==> src/rtl/fifo_reader.sv <==
// fifo_reader: read-side engine for the single-clock BRAM fifo.
// Pops words with the fifo's multi-cycle pop handshake and re-presents them
// as a framed valid/ready stream through a 2-entry skid buffer.
module fifo_reader #(
    parameter int DATA_WIDTH = 8,
    parameter int FRAME_LEN  = 4900,
    parameter int CNT_WIDTH  = 13
) (
    input  logic                  clock,
    input  logic                  reset,
    input  logic                  enable,
    input  logic [DATA_WIDTH-1:0] fifo_data,
    input  logic                  fifo_empty,
    input  logic                  fifo_busy,
    output logic                  fifo_pop,
    output logic [DATA_WIDTH-1:0] m_data,
    output logic                  m_valid,
    input  logic                  m_ready,
    output logic                  m_last,
    output logic [CNT_WIDTH-1:0]  word_count,
    output logic                  frame_done
);

    typedef enum logic [1:0] {
        IDLE,
        SETTLE,
        POP,
        WAIT
    } state_t;

    localparam logic [CNT_WIDTH-1:0] LAST_IDX = CNT_WIDTH'(FRAME_LEN - 1);

    state_t                state;
    logic [DATA_WIDTH-1:0] buf0;     // oldest entry, drives m_data
    logic [DATA_WIDTH-1:0] buf1;
    logic [1:0]            buf_cnt;
    logic                  capture;
    logic                  accept;

    // A pop is only issued from POP when no push has started underneath it.
    assign capture  = (state == POP) && !fifo_busy;
    assign fifo_pop = capture;
    assign accept   = m_valid && m_ready;

    assign m_valid = (buf_cnt != 2'd0);
    assign m_data  = buf0;
    assign m_last  = m_valid && (word_count == LAST_IDX);

    // Pop sequencer: one pop in flight, SETTLE covers the RAM read latency.
    always_ff @(posedge clock or posedge reset) begin
        if (reset) begin
            state <= IDLE;
        end else begin
            case (state)
                IDLE: begin
                    if (enable && !fifo_empty && !fifo_busy && (buf_cnt < 2'd2))
                        state <= SETTLE;
                end
                SETTLE: state <= POP;
                POP: begin
                    if (fifo_busy)
                        state <= IDLE;
                    else
                        state <= WAIT;
                end
                WAIT: begin
                    if (!fifo_busy)
                        state <= IDLE;
                end
                default: state <= IDLE;
            endcase
        end
    end

    // Skid buffer: capture from the fifo and drain to the stream, order preserved.
    always_ff @(posedge clock or posedge reset) begin
        if (reset) begin
            buf0    <= '0;
            buf1    <= '0;
            buf_cnt <= '0;
        end else begin
            case ({capture, accept})
                2'b10: begin
                    if (buf_cnt == 2'd0)
                        buf0 <= fifo_data;
                    else
                        buf1 <= fifo_data;
                    buf_cnt <= buf_cnt + 2'd1;
                end
                2'b01: begin
                    buf0    <= buf1;
                    buf_cnt <= buf_cnt - 2'd1;
                end
                2'b11: begin
                    // Simultaneous write and read: occupancy unchanged, the new
                    // word lands behind whatever remains after the read.
                    if (buf_cnt == 2'd1) begin
                        buf0 <= fifo_data;
                    end else begin
                        buf0 <= buf1;
                        buf1 <= fifo_data;
                    end
                end
                default: begin
                end
            endcase
        end
    end

    // Frame position tracking and end-of-frame pulse.
    always_ff @(posedge clock or posedge reset) begin
        if (reset) begin
            word_count <= '0;
            frame_done <= 1'b0;
        end else begin
            frame_done <= accept && (word_count == LAST_IDX);
            if (accept) begin
                if (word_count == LAST_IDX)
                    word_count <= '0;
                else
                    word_count <= word_count + CNT_WIDTH'(1);
            end
        end
    end

endmodule

==> config.mk <==
export PLATFORM = sky130hd
export DESIGN_NAME = fifo_reader
export DESIGN_NICKNAME = d
export VERILOG_FILES = /design/src/rtl/fifo_reader.sv
export SDC_FILE = /design/constraint.sdc
export NUM_CORES = 1
export LEC_CHECK = 0
export CELL_PAD_IN_SITES_DETAIL_PLACEMENT = 0
export CELL_PAD_IN_SITES_GLOBAL_PLACEMENT = 1
export CORE_ASPECT_RATIO = 0.8
export CORE_MARGIN = 2
export CORE_UTILIZATION = 36
export CTS_BUF_LIST = sky130_fd_sc_hd__clkbuf_8
export CTS_CLUSTER_DIAMETER = 120
export CTS_CLUSTER_SIZE = 40
export DETAILED_ROUTE_END_ITERATION = 8
export HOLD_SLACK_MARGIN = 0.1
export MAX_ROUTING_LAYER = met4
export PLACE_DENSITY = 0.81
export SLEW_MARGIN = 15
export SYNTH_ARGS = -nofsm -noshare
export SYNTH_HDL_FRONTEND = slang
export SYNTH_SLANG_ARGS = --single-unit
==> constraint.sdc <==
create_clock -name clock -period 2.2 [get_ports clock]
set_input_delay 0.22 -clock clock [delete_from_list [all_inputs] [get_ports clock]]
set_output_delay 0.22 -clock clock [all_outputs]
set_load 0.02 [all_outputs]
==> impl_metrics.xml, run 1 <==
<?xml version="1.0" encoding="UTF-8"?>
<metrics>
  <group name="outcome">
    <metric name="outcome" unit="">complete, no violations</metric>
  </group>
  <group name="timing">
    <metric name="final.setup.tns" unit="ns">0</metric>
    <metric name="timing_max_transition_violations_final" unit="">0</metric>
    <metric name="finalWorstPathRequiredPeriod" unit="ns">2.13</metric>
    <metric name="final.setup_skew" unit="ns">0.00678</metric>
    <metric name="grt_setup_unrepaired" unit="">true</metric>
    <metric name="finalCritPeriodShare" unit="%">97.0</metric>
    <metric name="worstMarginPinSlew" unit="ns">0.432</metric>
    <metric name="setup_viol_count_final" unit="">0</metric>
    <metric name="slew_headroom" unit="%">71.2</metric>
    <metric name="achievable-frequency" unit="MHz">469</metric>
    <metric name="count_of_final_hold_check_violations" unit="">0</metric>
    <metric name="timing.final.ws_setup" unit="ns">0.0656</metric>
  </group>
  <group name="synthesis">
    <metric name="mappedNetlistNets" unit="">176</metric>
    <metric name="synthCells" unit="">154</metric>
    <metric name="synth_largest_type_area_fraction" unit="%">50.9</metric>
    <metric name="synthFlopType" unit="">dfrtp_1</metric>
    <metric name="synthTopCellsByArea" unit="">dfrtp_1 51%, ha_1 6.0%, o21ai_0 5.1%</metric>
    <metric name="synthesis.area" unit="um2">1670</metric>
    <metric name="netlist.top_cell.by_area" unit="">dfrtp_1</metric>
    <metric name="synth_sequential_area_ratio" unit="%">50.9</metric>
    <metric name="ys_async_sr_fraction" unit="%">100</metric>
    <metric name="synth_cell_type_count" unit="">32</metric>
    <metric name="mean_instance_size_in_the_synthesized_netlist" unit="um2">10.9</metric>
    <metric name="yosys_warnings" unit="">0</metric>
    <metric name="postSynthRegisterBits" unit="">34</metric>
    <metric name="synth_edf_count" unit="">0</metric>
  </group>
  <group name="pwr">
    <metric name="power.ir.vdd_worst" unit="mV">0.773</metric>
    <metric name="swShare" unit="%">34.6</metric>
    <metric name="internal_power" unit="mW">1.88</metric>
    <metric name="clkPwrFrac" unit="%">24.1</metric>
    <metric name="power.switching" unit="uW">990</metric>
    <metric name="p_leak" unit="nW">1.05</metric>
    <metric name="post-layout-total-power" unit="mW">2.87</metric>
    <metric name="comb_power_share" unit="%">41.2</metric>
    <metric name="seq_power_share" unit="%">34.7</metric>
    <metric name="power_density" unit="nW/um2">1220</metric>
  </group>
  <group name="drt">
    <metric name="via_count" unit="">1293</metric>
    <metric name="finalWirelength" unit="mm">3.52</metric>
    <metric name="detail_route.drc_violations" unit="">0</metric>
    <metric name="routed_wl_per_cell" unit="um">13.2</metric>
    <metric name="detailedRoute.firstPassIterationCount" unit="">4</metric>
    <metric name="postRouteAntennaNets" unit="">0</metric>
    <metric name="vias_per_cell" unit="">4.86</metric>
    <metric name="detailedRoute.firstIterationViolations" unit="">64</metric>
  </group>
  <group name="worst_setup_path">
    <metric name="worst-path-max-fanout" unit="">4</metric>
    <metric name="rr_startpoint" unit="">buf_cnt[0]$_DFFE_PP0P_</metric>
    <metric name="cp-end-kind" unit="">primary output</metric>
    <metric name="critical-path-max-stage-delay" unit="ns">0.61</metric>
    <metric name="timing.critical_path.from_type" unit="">flip-flop</metric>
    <metric name="crit_path_start" unit="">state[0]$_DFFE_PP0P_</metric>
    <metric name="worst_r2r_path_depth" unit="">9</metric>
    <metric name="cp_cell_sequence" unit="">or3_4 -&gt; clkinv_4 -&gt; buf_4 -&gt; clkdlybuf4s50_1</metric>
    <metric name="flop_to_flop_setup_slack" unit="ns">0.17</metric>
    <metric name="logic_depth_of_the_worst_path_buffers_included" unit="">4</metric>
    <metric name="cp.arrival" unit="ns">1.91</metric>
    <metric name="cp_top_family" unit="">buffers and inverters</metric>
    <metric name="number_of_buffer_and_inverter_stages_on_the_critical_path" unit="">3</metric>
    <metric name="required_worst_endpoint" unit="ns">1.98</metric>
    <metric name="worst-setup-path-type" unit="">reg -&gt; out</metric>
    <metric name="critPathSlowestCell" unit="">clkdlybuf4s50_1</metric>
  </group>
  <group name="clocking">
    <metric name="cts_inserted_buffers" unit="">5</metric>
    <metric name="cts_tree" unit="">yes</metric>
    <metric name="cts.clk_slew.worst_paths" unit="ns">0.07</metric>
    <metric name="number_of_sinks_handled_by_clock_tree_synthesis" unit="">34</metric>
    <metric name="ctsLongestPathBuffers" unit="">2</metric>
    <metric name="htreeDepth" unit="">2</metric>
    <metric name="ctsHoldBuffers" unit="">0</metric>
    <metric name="cts_setup_buffers" unit="">0</metric>
    <metric name="cts.root.buffer_cell" unit="">clkbuf_8</metric>
    <metric name="clk_latency" unit="ns">0.29</metric>
  </group>
  <group name="placement">
    <metric name="placement.io_buffers" unit="">38</metric>
    <metric name="place_hpwl" unit="mm">2.52</metric>
    <metric name="dp_slack" unit="ns">0.0233</metric>
    <metric name="globalplace.congestion" unit="">0.773</metric>
  </group>
  <group name="min_path">
    <metric name="holdCritPathClass" unit="">in -&gt; async</metric>
  </group>
  <group name="floorplan">
    <metric name="chipHeight" unit="um">65.0</metric>
    <metric name="initial_core_util" unit="%">36.8</metric>
    <metric name="row_count" unit="">22</metric>
    <metric name="die_area" unit="um2">5210</metric>
    <metric name="die_width" unit="um">80.2</metric>
    <metric name="design.portCount" unit="">39</metric>
    <metric name="std_cell_core_area" unit="um2">4540</metric>
  </group>
  <group name="finish">
    <metric name="layout_commonest_cell" unit="">clkdlybuf4s50_1</metric>
    <metric name="postLayoutCoreUtil" unit="%">51.5</metric>
    <metric name="multi_input_combinational_cell_area" unit="um2">796</metric>
    <metric name="areaGrowthSynthToFinish" unit="%">39.9</metric>
    <metric name="layout_net_count" unit="">227</metric>
    <metric name="final_layout_size_suffix_gt1_share" unit="%">18.0</metric>
    <metric name="layout_common_cells" unit="">37 x clkdlybuf4s50_1, 34 x dfrtp_1, 21 x nand2_1</metric>
    <metric name="fillerInstances" unit="">419</metric>
    <metric name="number_of_diodes" unit="">0</metric>
    <metric name="seq_area" unit="um2">851</metric>
  </group>
  <group name="global_routing">
    <metric name="globalRouteTotalUtil" unit="%">15.2</metric>
    <metric name="grt_pass1_wl" unit="mm">5.77</metric>
    <metric name="grt_antenna_before_repair" unit="">0</metric>
    <metric name="number_of_global_route_vias_before_repair" unit="">1205</metric>
    <metric name="grt_max_degree" unit="">35</metric>
    <metric name="grt-ovfl-total" unit="">0</metric>
  </group>
  <group name="job">
    <metric name="drv_cap" unit="">0</metric>
  </group>
</metrics>
## timing repair
action / 4_1_cts / 5_1_grt
pin swaps: 0 / 1
resized for setup: 1 / 12
endpoints found under the setup margin: 1 / 16
cloned: 0 / 0
## routing by layer
metal	vias up	part of all wire [%]	track usage, %
li1	647	-	-
met1	610	51	21.5
met2	28	44	20.2
met3	8	3.4	4.18
met4	0	1.9	6.99
met5	-	0	-
## registers in the layout, summed over array words and instances (netlist names)
name,cells
state,2
m_data,8
buf1,8
frame_done,1
buf_cnt,2
word_count,13
## through the flow
stage               hold WS (ns)  cells  instance area, um2
floorplan                  0.359    154                1670
CTS                        0.330    266                2310
global placement           0.464    258                2180
global route               0.371    266                2340
detailed placement         0.472    258                2180
finish                     0.325    266                2340
## synthesized netlist by cell type (2+ instances only)
library cell  instances
ha_1                  8
o21ai_0              17
and4b_1               2
nor2_1                7
mux2_4                3
nand3_1               7
nand2_1              21
xor2_1                6
inv_1                 7
dfrtp_1              34
and4_1                2
mux2_2                5
a22oi_1               8
xnor2_1               6
nand4_1               4
## worst reg2reg max path: stages, from the launching register on
cell and delay, ns:
dfrtp_1 0.43, inv_1 0.07, ha_2 0.19, inv_1 0.09, nand2_2 0.10, inv_1 0.13
ha_2 0.25, nand2_1 0.12, nand3_4 0.18, mux2_2 0.36
## worst paths after layout
check                                        endpoint
worst max-delay path                         fifo_pop
worst min-delay path            m_data[4]$_DFFE_PP0P_
worst max register to register    buf1[2]$_DFFE_PP0P_
worst min register to register  m_data[1]$_DFFE_PP0P_
max in group asynchronous       m_data[7]$_DFFE_PP0P_
min in group clock              m_data[1]$_DFFE_PP0P_
## power groups by stage
| stage | registers [mW] | logic [mW] | clock network (mW) |
|---|---|---|---|
| finish | 0.994 | 1.18 | 0.690 |
| floorplan | 1.10 | 0.593 | 0 |
| global route | 1.02 | 1.31 | 0.739 |
| detailed placement | 1.01 | 1.14 | 0 |
| CTS | 0.997 | 1.15 | 0.708 |
| global placement | 1.00 | 1.14 | 0 |
## area by class of cell
type                    instances  area share [%]
clock inverters                 3            2.94
inverters                       8            1.50
well taps                      60            3.21
repair buffers                 47            19.1
clock buffers                   5            2.94
flip-flops and latches         34            36.3
multi-input cells             109            34.0
## cell families (layout without fill, tap and decap cells)
| kind of cell | Yosys count | in the layout | share of synthesized area [%] |
|---|---|---|---|
| buf+inv | 11 | 63 | 3.14 |
| flops | 34 | 34 | 50.9 |
| xor+xnor | 12 | 12 | 6.28 |
| compound gates | 28 | 28 | 10.5 |
| mux | 8 | 8 | 6.06 |
| simple gates | 53 | 53 | 17.2 |
| fa+ha+maj | 8 | 8 | 5.98 |
Note: power is estimated with default switching activity, not from simulation.
==> run 2, diff against run 1 <==
--- a/config.mk
+++ b/config.mk
@@ -12,11 +12,11 @@
 export CORE_UTILIZATION = 36
 export CTS_BUF_LIST = sky130_fd_sc_hd__clkbuf_8
 export CTS_CLUSTER_DIAMETER = 120
-export CTS_CLUSTER_SIZE = 40
 export DETAILED_ROUTE_END_ITERATION = 8
 export HOLD_SLACK_MARGIN = 0.1
 export MAX_ROUTING_LAYER = met4
 export PLACE_DENSITY = 0.81
+export SKIP_LAST_GASP = 1
 export SLEW_MARGIN = 15
 export SYNTH_ARGS = -nofsm -noshare
 export SYNTH_HDL_FRONTEND = slang
==> run 2 against run 1 <==
  * Clock skew hardly changed
  * Setup slack better by 0.0012 ns
  * Sequential power hardly changed
  * Die area stayed put
  * Critical path type unchanged
  * Critical endpoint unchanged
  * Largest cell class unchanged
==> impl_metrics.xml, run 2 (synthesis results as in run 1) <==
<?xml version="1.0" encoding="UTF-8"?>
<metrics>
  <group name="timing">
    <metric name="finalWorstPathRequiredPeriod" unit="ns">2.13</metric>
    <metric name="grt_setup_unrepaired" unit="">true</metric>
    <metric name="count_of_final_hold_check_violations" unit="">0</metric>
    <metric name="setup_viol_count_final" unit="">0</metric>
    <metric name="finalCritPeriodShare" unit="%">97.0</metric>
    <metric name="worstMarginPinSlew" unit="ns">0.430</metric>
    <metric name="final.setup_skew" unit="ns">0.00678</metric>
    <metric name="timing_max_transition_violations_final" unit="">0</metric>
    <metric name="achievable-frequency" unit="MHz">469</metric>
    <metric name="fin_hold_ws" unit="ns">0.325</metric>
    <metric name="slew_headroom" unit="%">71.4</metric>
  </group>
  <group name="floorplan">
    <metric name="die_area" unit="um2">5210</metric>
    <metric name="row_count" unit="">22</metric>
    <metric name="chipHeight" unit="um">65.0</metric>
    <metric name="design.portCount" unit="">39</metric>
    <metric name="std_cell_core_area" unit="um2">4540</metric>
    <metric name="die_width" unit="um">80.2</metric>
    <metric name="initial_core_util" unit="%">36.8</metric>
  </group>
  <group name="placement">
    <metric name="placement.io_buffers" unit="">38</metric>
    <metric name="dp_cells" unit="">258</metric>
    <metric name="place_hpwl" unit="mm">2.52</metric>
    <metric name="globalplace.congestion" unit="">0.773</metric>
    <metric name="postPlaceCellArea" unit="um2">2180</metric>
  </group>
  <group name="pwr">
    <metric name="post-layout-total-power" unit="mW">2.86</metric>
    <metric name="clkPwrFrac" unit="%">24.1</metric>
    <metric name="internal_power" unit="mW">1.87</metric>
    <metric name="swShare" unit="%">34.6</metric>
    <metric name="power.switching" unit="uW">988</metric>
    <metric name="seq_power_share" unit="%">34.7</metric>
    <metric name="power.ir.vdd_worst" unit="mV">0.772</metric>
    <metric name="comb_power_share" unit="%">41.2</metric>
    <metric name="p_leak" unit="nW">1.05</metric>
    <metric name="power_density" unit="nW/um2">1220</metric>
  </group>
  <group name="worst_setup_path">
    <metric name="worst_r2r_path_depth" unit="">9</metric>
    <metric name="worst-setup-path-type" unit="">reg -&gt; out</metric>
    <metric name="critPathSlowestCell" unit="">clkdlybuf4s50_1</metric>
    <metric name="required_worst_endpoint" unit="ns">1.98</metric>
    <metric name="cp-end-kind" unit="">primary output</metric>
    <metric name="cp_cell_sequence" unit="">or3_4 -&gt; clkinv_4 -&gt; buf_4 -&gt; clkdlybuf4s50_1</metric>
    <metric name="timing.critical_path.from_type" unit="">flip-flop</metric>
    <metric name="critical-path-max-stage-delay" unit="ns">0.61</metric>
    <metric name="cp.arrival" unit="ns">1.91</metric>
    <metric name="worst-path-max-fanout" unit="">4</metric>
  </group>
  <group name="drt">
    <metric name="detailedRoute.firstPassIterationCount" unit="">4</metric>
    <metric name="detailedRoute.firstIterationViolations" unit="">64</metric>
    <metric name="detail_route.drc_violations" unit="">0</metric>
    <metric name="finalWirelength" unit="mm">3.51</metric>
    <metric name="via_count" unit="">1282</metric>
    <metric name="postRouteAntennaNets" unit="">0</metric>
    <metric name="routed_wl_per_cell" unit="um">13.2</metric>
    <metric name="vias_per_cell" unit="">4.82</metric>
  </group>
  <group name="min_path">
    <metric name="holdCritPathClass" unit="">in -&gt; async</metric>
  </group>
  <group name="finish">
    <metric name="final_layout_size_suffix_gt1_share" unit="%">17.0</metric>
    <metric name="layout_net_count" unit="">227</metric>
    <metric name="layoutNonFillerInstCount" unit="">266</metric>
    <metric name="max_flop_register" unit="">word_count</metric>
    <metric name="areaGrowthSynthToFinish" unit="%">39.6</metric>
    <metric name="design_area" unit="um2">2340</metric>
    <metric name="layout_commonest_cell" unit="">clkdlybuf4s50_1</metric>
    <metric name="number_of_diodes" unit="">0</metric>
    <metric name="largest_register_ffs" unit="">13</metric>
    <metric name="layout_common_cells" unit="">37 x clkdlybuf4s50_1, 34 x dfrtp_1, 21 x nand2_1</metric>
  </group>
  <group name="global_routing">
    <metric name="grt_pass1_wl" unit="mm">5.77</metric>
    <metric name="number_of_global_route_vias_before_repair" unit="">1205</metric>
    <metric name="globalRouteTotalUtil" unit="%">15.2</metric>
    <metric name="grt_max_degree" unit="">35</metric>
    <metric name="grt-ovfl-total" unit="">0</metric>
    <metric name="grt_antenna_before_repair" unit="">0</metric>
  </group>
  <group name="clocking">
    <metric name="cts_inserted_buffers" unit="">5</metric>
    <metric name="htreeDepth" unit="">2</metric>
    <metric name="cts_tree" unit="">yes</metric>
    <metric name="ctsLongestPathBuffers" unit="">2</metric>
    <metric name="cts.clk_slew.worst_paths" unit="ns">0.07</metric>
    <metric name="cts.root.buffer_cell" unit="">clkbuf_8</metric>
    <metric name="clk_latency" unit="ns">0.29</metric>
    <metric name="number_of_sinks_handled_by_clock_tree_synthesis" unit="">34</metric>
  </group>
  <group name="job">
    <metric name="drv_cap" unit="">0</metric>
  </group>
  <group name="outcome">
    <metric name="outcome" unit="">complete, no violations</metric>
  </group>
</metrics>
-- run 2: cell counts in the layout (fill, tap and decap cells not counted) --
Identical to the previous run, type by type.
-- run 2: final timing paths --
path                                   startpoint                    end  slack, ns
setup / recovery             state[0]$_DFFE_PP0P_               fifo_pop       0.07
hold / removal                              reset  m_data[4]$_DFFE_PP0P_       0.32
setup reg to reg           buf_cnt[0]$_DFFE_PP0P_    buf1[2]$_DFFE_PP0P_       0.16
hold reg to reg             m_data[1]$_DFFE_PP0P_  m_data[1]$_DFFE_PP0P_       0.48
max in group asynchronous                   reset  m_data[7]$_DFFE_PP0P_       1.57
min in group clock          m_data[1]$_DFFE_PP0P_  m_data[1]$_DFFE_PP0P_       0.48
-- run 2: repair_timing --
item,4_1_cts,5_1_grt
setup buffers,0,0
endpoints found under the setup margin,1,16
pin swaps,0,1
hold buffers,0,0
resized for setup,1,10
-- run 2: through the flow --
step | utilization, % | worst slack [ns] | TNS [ns]
2_1_floorplan | - | 0.0163 | 0
3_3_place_gp | 48.0 | 0.0655 | 0
3_5_place_dp | 48.0 | 0.0233 | 0
4_1_cts | 51.0 | 0.0119 | 0
5_1_grt | 51.4 | -0.0588 | -0.379
6_report | 51.4 | 0.0668 | 0
-- run 2: routing by layer --
layer / GRT usage [%] / vias up / wire (um)
li1: - / 644 / -
met1: 21.5 / 601 / 1790
met2: 20.2 / 29 / 1530
met3: 4.18 / 8 / 124
met4: 6.99 / 0 / 67
met5: - / - / 0
-- run 2: final cells by class --
cell class	instances	area (um2)
fill	419	2210
sequential	34	851
multi-input combinational	109	791
timing repair buffer	47	447
tap	60	75.1
clock buffer	5	68.8
clock inverter	3	68.8
inverter	8	35.0
-- run 2: worst max-delay path: cells and delay by family (launching register included) --
| kind | cells | cell delay [ns] |
|---|---|---|
| buffers and inverters | 3 | 0.79 |
| and+or+nand+nor | 1 | 0.41 |
| DFF | 1 | 0.41 |
-- run 2: power groups by stage --
| stage | combinational [mW] | sequential [mW] | clock, mW |
|---|---|---|---|
| floorplan | 0.593 | 1.10 | 0 |
| global placement | 1.14 | 1.00 | 0 |
| detailed placement | 1.14 | 1.01 | 0 |
| CTS | 1.15 | 0.997 | 0.708 |
| global route | 1.31 | 1.02 | 0.739 |
| finish | 1.18 | 0.993 | 0.689 |
==> run 3, diff against run 2 <==
--- a/config.mk
+++ b/config.mk
@@ -5,6 +5,7 @@
 export SDC_FILE = /design/constraint.sdc
 export NUM_CORES = 1
 export LEC_CHECK = 0
+export ABC_CLOCK_PERIOD_IN_PS = 2200
 export CELL_PAD_IN_SITES_DETAIL_PLACEMENT = 0
 export CELL_PAD_IN_SITES_GLOBAL_PLACEMENT = 1
 export CORE_ASPECT_RATIO = 0.8
==> results of run 3 <==
Same layout as run 2: the final DEF is identical, and so are final timing and power.
